<file path="src/rtl/mips_cpu_pkg.sv">
// Shared CPU-side definitions: bus arbiter state encoding and shared-bus operation codes.
package mips_cpu_pkg;

    typedef enum logic [1:0] {
        IDLE    = 2'b00,
        GRANT_I = 2'b01,
        GRANT_D = 2'b10
    } arb_state_t;

    localparam logic [1:0] BUS_OP_NONE  = 2'b00;
    localparam logic [1:0] BUS_OP_READ  = 2'b01;
    localparam logic [1:0] BUS_OP_WRITE = 2'b10;

    // The shared bus is word addressed; byte lanes carry the sub-word selection.
    function automatic logic [31:0] word_align(input logic [31:0] addr);
        return addr & 32'hFFFF_FFFC;
    endfunction

endpackage

</file>
<file path="src/rtl/mips_cpu_bus_arbiter.sv">
// Arbitrates one Avalon-style memory bus between the instruction-fetch and data requesters,
// holding each granted transfer stable until the bus drops waitrequest.
module mips_cpu_bus_arbiter
    import mips_cpu_pkg::*;
#(
    parameter int MAX_CONSEC         = 4,
    parameter int RESET_VECTOR_CHECK = 0
) (
    input  logic        clk,
    input  logic        reset,

    input  logic        i_read,
    input  logic [31:0] i_address,
    output logic [31:0] i_readdata,
    output logic        i_waitrequest,

    input  logic        d_read,
    input  logic        d_write,
    input  logic [31:0] d_address,
    input  logic [3:0]  d_byteenable,
    input  logic [31:0] d_writedata,
    output logic [31:0] d_readdata,
    output logic        d_waitrequest,

    output logic [31:0] address,
    output logic        read,
    output logic        write,
    output logic [3:0]  byteenable,
    output logic [31:0] writedata,
    input  logic [31:0] readdata,
    input  logic        waitrequest
);

    localparam int CW = (MAX_CONSEC < 1) ? 1 : $clog2(MAX_CONSEC + 1);

    arb_state_t    state_q, state_d;
    logic [CW-1:0] consec_q, consec_d;
    logic [31:0]   addr_q, addr_d;
    logic [3:0]    be_q, be_d;
    logic [31:0]   wdata_q, wdata_d;
    logic [1:0]    op_q, op_d;

    logic d_pend;
    logic i_done;
    logic d_done;

    // Reserved tag; carries no logic.
    if (RESET_VECTOR_CHECK != 0) begin : g_reset_vector_reserved
    end

    assign d_pend = d_read | d_write;
    assign i_done = (state_q == GRANT_I) && !waitrequest;
    assign d_done = (state_q == GRANT_D) && !waitrequest;

    always_comb begin
        state_d  = state_q;
        consec_d = consec_q;
        addr_d   = addr_q;
        be_d     = be_q;
        wdata_d  = wdata_q;
        op_d     = op_q;

        case (state_q)
            IDLE: begin
                // Data normally wins; the consecutive-grant count lets a waiting fetch through.
                if (d_pend && (!i_read || (consec_q < CW'(MAX_CONSEC)))) begin
                    state_d  = GRANT_D;
                    consec_d = i_read ? consec_q + CW'(1) : '0;
                    addr_d   = word_align(d_address);
                    be_d     = d_byteenable;
                    wdata_d  = d_writedata;
                    op_d     = d_write ? BUS_OP_WRITE : BUS_OP_READ;
                end else if (i_read) begin
                    state_d  = GRANT_I;
                    consec_d = '0;
                    addr_d   = word_align(i_address);
                    be_d     = '1;
                    wdata_d  = '0;
                    op_d     = BUS_OP_READ;
                end
            end
            GRANT_I, GRANT_D: begin
                // Always drop back to IDLE so a held request is never issued twice.
                if (!waitrequest) begin
                    state_d = IDLE;
                    op_d    = BUS_OP_NONE;
                end
            end
            default: begin
                state_d = IDLE;
                op_d    = BUS_OP_NONE;
            end
        endcase
    end

    always_ff @(posedge clk or negedge reset) begin
        if (!reset) begin
            state_q  <= IDLE;
            consec_q <= '0;
            addr_q   <= '0;
            be_q     <= '0;
            wdata_q  <= '0;
            op_q     <= BUS_OP_NONE;
        end else begin
            state_q  <= state_d;
            consec_q <= consec_d;
            addr_q   <= addr_d;
            be_q     <= be_d;
            wdata_q  <= wdata_d;
            op_q     <= op_d;
        end
    end

    assign address    = addr_q;
    assign byteenable = be_q;
    assign writedata  = wdata_q;
    assign read       = (op_q == BUS_OP_READ);
    assign write      = (op_q == BUS_OP_WRITE);

    assign i_readdata    = readdata;
    assign d_readdata    = readdata;
    assign i_waitrequest = i_read && !i_done;
    assign d_waitrequest = d_pend && !d_done;

endmodule

</file>
<file path="config.mk">
export PLATFORM = sky130hd
export DESIGN_NAME = mips_cpu_bus_arbiter
export DESIGN_NICKNAME = d
export VERILOG_FILES = /design/src/rtl/mips_cpu_pkg.sv /design/src/rtl/mips_cpu_bus_arbiter.sv
export SDC_FILE = /design/constraint.sdc
export NUM_CORES = 1
export LEC_CHECK = 0
export BUFFER_PORTS_ARGS = -buffer_cell sky130_fd_sc_hd__clkbuf_2
export CAP_MARGIN = 10
export CORE_AREA = 2 2 106 108
export CTS_CLUSTER_DIAMETER = 60
export DETAILED_ROUTE_END_ITERATION = 10
export DIE_AREA = 0 0 108 110
export PLACE_DENSITY = 0.69
export SLEW_MARGIN = 20
export SYNTH_ARGS = -nofsm -noshare
export SYNTH_HDL_FRONTEND = slang
export SYNTH_SLANG_ARGS = --single-unit
export TNS_END_PERCENT = 100
</file>
<file path="constraint.sdc">
create_clock -name clk -period 4.29 [get_ports clk]
set_input_delay 0 -clock clk [delete_from_list [all_inputs] [get_ports clk]]
set_output_delay 0 -clock clk [all_outputs]
set_load 0.01 [all_outputs]
</file>
Word-level counts from Yosys, hierarchy flattened:

Index checks and enable logic that the tools add are counted.

* bits in registers: 75
* latch bits: 0
* memory bits (writable): 0
* ROM bits: 0
* output and inout port bits: 136
* logic and storage cells: 46
* memories kept: 0

* add/subtract/negate cells: 1
* multipliers: 0
* div/mod/pow operators: 0
* magnitude comparators: 1
* equal/unequal tests: 6
* shift-type cells: 0
* multiplexer cells: 16
* bitwise operators: 1
* reductions and logical operators: 15

Operators by type and width (number)
* 2-to-1 mux 32 bit: 4
* 2-to-1 mux 2 bit: 5
* 2-to-1 mux 3 bit: 3
* 2-to-1 mux 4 bit: 2
* case mux 2 bit (2 select lines): 2
* logical AND 1 bit: 5
* equality test 2 x 1 -> 1 bit, second input constant: 2
* equality test 2 bit, second input constant: 2
* zero test 1 bit: 4
* AND reduction 2 bit: 2
* adder 3 x 1 -> 3 bit, second input constant: 1
* < comparator 3 bit, second input constant: 1
* != test 3 bit, second input constant: 1
* zero test 2 bit: 1
* != test 2 bit, second input constant: 1
* nonzero test 2 bit: 1
* OR reduction 2 bit: 1
* logical OR 1 bit: 1
* bitwise OR 1 bit: 1

Longest topological paths before layout:

* depth after elaboration: 5
* gate-level depth with buffers: 7

Worst setup path after synthesis:

No wires, ideal clock.

* path type: register to register
* start point: register state_q[0]
* end point: register wdata_q[18], in the netlist writedata[18]
* arrival: 1308 ps
* required time: 4169 ps
* path slack: 2861 ps
* stages on the path, launching flop included: 7
* clock period less this slack: 1429 ps
* cells stage by stage: dfrtp_1 > inv_1 > ha_1 > o31ai_4 > buf_4 > buf_4 > a22o_1

* word-level cells in the longest chain between the ends: 2

Ends and longest elaborated chain
* start, declared: RTL line mips_cpu_bus_arbiter.sv:36 `arb_state_t state_q, state_d;`
* start signal, assigned: RTL line mips_cpu_bus_arbiter.sv:105 `state_q <= state_d;`
* zero test 2 bit: RTL line mips_cpu_bus_arbiter.sv:63 `case (state_q)`
* AND reduction 2 bit (no line)
* end signal, assigned: RTL line mips_cpu_bus_arbiter.sv:109 `wdata_q <= wdata_d;`
* end, declared: RTL line mips_cpu_bus_arbiter.sv:40 `logic [31:0] wdata_q, wdata_d;`

Every way passes these cells.
A chain may end at the register's enable or synchronous reset.

Worst setup path in the final report:

* start point: register consec_q[2]
* end point: register addr_q[26], in the netlist address[26]

* word-level cells in the longest chain between the ends: 5

Ends and longest elaborated chain
* start, declared: RTL line mips_cpu_bus_arbiter.sv:37 `logic [CW-1:0] consec_q, consec_d;`
* start signal, assigned: RTL line mips_cpu_bus_arbiter.sv:106 `consec_q <= consec_d;`
* < comparator 3 bit (*): RTL line mips_cpu_bus_arbiter.sv:66 `if (d_pend && (!i_read || (consec_q < CW'(MAX_CONSEC)))) begin`
* logical OR 1 bit (*): RTL line mips_cpu_bus_arbiter.sv:66
* logical AND 1 bit (*): RTL line mips_cpu_bus_arbiter.sv:66
* nonzero test 2 bit (no line)
* AND reduction 2 bit (no line)
* end signal, assigned: RTL line mips_cpu_bus_arbiter.sv:107 `addr_q <= addr_d;`
* end, declared: RTL line mips_cpu_bus_arbiter.sv:38 `logic [31:0] addr_q, addr_d;`

Mark *: on every way between the ends. The rest lies on a longest branch, timed or not.

==> out/metrics.cfg <==
[placement]
hpwl_mm = 5.56
port_buffers = 171
place.gp.congestion = 0.702

[power]
vdd_drop_max_mv = 0.269
power.leakage_nw = 2.60
powerDensity_mw_per_mm2 = 591

[worst_setup_path]
critical_path.max_stage_delay_ns = 0.59
slowest_stage = dlygate4sd3_1
crit_cells = 5
regToRegSetupSlack_ns = 2.17
reg2reg_from = consec_q[2]
reg2reg_to = address[26]
crit_type = reg -> reg
cp_num_buf_inv = 2
worstPathRequired_ns = 4.50
startpoint_type = flip-flop
worstPathCellList = o2bb2ai_4 -> buf_4 -> mux2i_1 -> dlygate4sd3_1 -> o21ai_0
reg2reg_depth = 5
cp-startpoint = consec_q[2]
cp.arrival_ns = 2.33
cp-end-kind = flip-flop
crit_family = buffers and inverters
crit_fanout = 31
crit_end = address[26]

[floorplanning]
die_area_mm2 = 0.0119
die_y_um = 110
ios = 274
core_mm2 = 0.0107
fp.dieW_um = 108
initial_core_util = 0.333
placementRows = 38

[synthesis]
netlist_instances = 314
yosys_register_bits = 73
synthesis.area_mm2 = 0.00356
ys.flop_type = dfrtp_1
synth-seq-area-share = 0.513
synth_edf_count = 0
ys_async_sr_fraction = 1.00
avgSynthCellArea_um2 = 11.3
synth_cell_types = 26
yosys_warnings = 0

[clocking]
postCtsSetupBuffers = 0
tritoncts = done
clk_pin_slew_worst_paths_ns = 0.07
clkSinkCount = 73
clockBufferDepth = 2
root_buffer = clkbuf_8
htree_levels = 3
cts-resized-gates = 0
cts_buffers = 9
clock_latency_ns = 0.35

[timing]
hold_viol_final = 0
finalSetupViolCount = 0
fin_crit_sh = 0.494
slew_headroom = 0.392
finalSetupTns_ns = 0
fmax_mhz = 471
rsz0062_at_grt = false
worst_pin_slew_ns = 0.913
maxSlewViolCount = 0
holdWs_ns = 0.00000260
finClkSkew_ns = 0.0100
min_period_ns = 2.12

[routing]
ant_nets = 0
drt_first_pass_iters = 4
drt_iter0_drc = 150
vias = 3005
avgViaCountPerCell = 4.56
wl_per_cell_um = 14.4
wirelength_mm = 9.48
drc = 0

[global_routing]
antenna_found_initial = 0
grtUsageTotal = 0.161
grt_pass1_vias = 3099
grt_max_degree = 74
grt_pass1_wl_mm = 14.7
grt.overflow.total = 0

[final_layout]
diodes = 0
multi_input_area_mm2 = 0.00114
seq_area_mm2 = 0.00183
areaGrowthSynthToFinish_pct = 46.2
nets = 657
num-fill-cells = 963
drive_above_1_share = 0.370

[status]
status = complete, no violations

[min_path]
worst_hold_path_type = in -> out

[flow_run]
cap_viol_max_count = 0

## stage by stage
step / utilization / setup WS [ns] / power [mW] / area (µm²) / std cells
6_report: 0.487 / 2.17 / 3.08 / 5210 / 659
5_1_grt: 0.487 / 2.07 / 3.32 / 5210 / 659
2_1_floorplan: - / 2.86 / 2.01 / 3570 / 315
4_1_cts: 0.487 / 2.18 / 3.10 / 5210 / 659
3_5_place_dp: 0.378 / 2.53 / 2.46 / 4040 / 547
3_3_place_gp: 0.378 / 2.57 / 2.42 / 4040 / 547
## state kept, by name, indices dropped and copies added (netlist names)
register,cells
op_q,2
state_q,2
byteenable,4
writedata,32
consec_q,3
address,30
## cell type report
class | instances | area share
Clock buffer | 13 | 0.0305
Clock inverter | 2 | 0.00721
Inverter | 3 | 0.00216
Multi-Input combinational cell | 156 | 0.219
Sequential cell | 73 | 0.351
Tap cell | 140 | 0.0336
Timing Repair Buffer | 272 | 0.357
## where the power goes
part | total, mW | switching, mW | internal (mW)
combinational | 1.33 | 0.717 | 0.615
sequential | 1.20 | 0.187 | 1.02
clock | 0.545 | 0.247 | 0.298
total | 3.08 | 1.15 | 1.93
## cell families after synthesis
group                      after synthesis  share of synthesized area
adders and majority gates                4                     0.0141
buffers and inverters                   86                      0.172
DFF                                     73                      0.513
and+or+nand+nor                         39                     0.0453
other                                    1                    0.00105
muxes                                   32                     0.0903
AOI/OAI and AO/OA                       79                      0.165
## synth_stat cells (2+ instances only)
cell type / instances / area share
dfrtp_1: 73 / 0.51
clkbuf_1: 3 / 0.0032
buf_2: 9 / 0.013
o21ai_1: 10 / 0.014
buf_4: 68 / 0.14
o21ai_0: 21 / 0.030
ha_1: 4 / 0.014
buf_6: 3 / 0.0095
o22a_1: 4 / 0.0098
a22o_1: 37 / 0.091
nor2b_1: 3 / 0.0053
mux2i_1: 31 / 0.087
nand2_1: 32 / 0.034
a21oi_1: 2 / 0.0028
inv_1: 3 / 0.0032
## worst min-delay path by stage
stage | from | slack (ns) | cells past startpoint | endpoint
after floorplan | reset | -0.30 | 0 | address[10]
after global placement | readdata[2] | 0.0001 | 0 | i_readdata[2]
after CTS | readdata[2] | 0.0001 | 0 | i_readdata[2]
final | readdata[28] | 0.000003 | 0 | i_readdata[28]
after global routing | readdata[18] | 0.00002 | 0 | d_readdata[18]
after detailed placement | readdata[2] | 0.0001 | 0 | i_readdata[2]
## placed cells by master, fill, tap and decap left out, drive strengths merged
cell         instances
nor2                 1
mux2                 1
nor2b                3
o21ai               31
a21oi                3
o31ai                1
nand2b               1
nor3b                1
dlygate4sd3         97
clkinvlp             1
buf                  5
o2bb2ai              1
clkbuf             183
o22a                 4
conb                 2
inv                  3
mux2i               31
a32o                 1
ha                   4
bufinv               1
nand2               32
a22o                37
dfrtp               73
a21boi               1
nor3                 1
## timing repair
item,in CTS,in global routing
hold endpoints to repair,139,0
endpoints found under the setup margin,0,0
hold buffers,97,0
## routing by layer
metal | GRT usage | routed length (µm) | up-vias
met5 | 0 | 0 | -
met4 | 0.0934 | 299 | 0
met3 | 0.0329 | 596 | 32
met2 | 0.294 | 5090 | 127
met1 | 0.171 | 3490 | 1423
li1 | - | - | 1423
No activity file was read; power rests on OpenSTA's default activity.
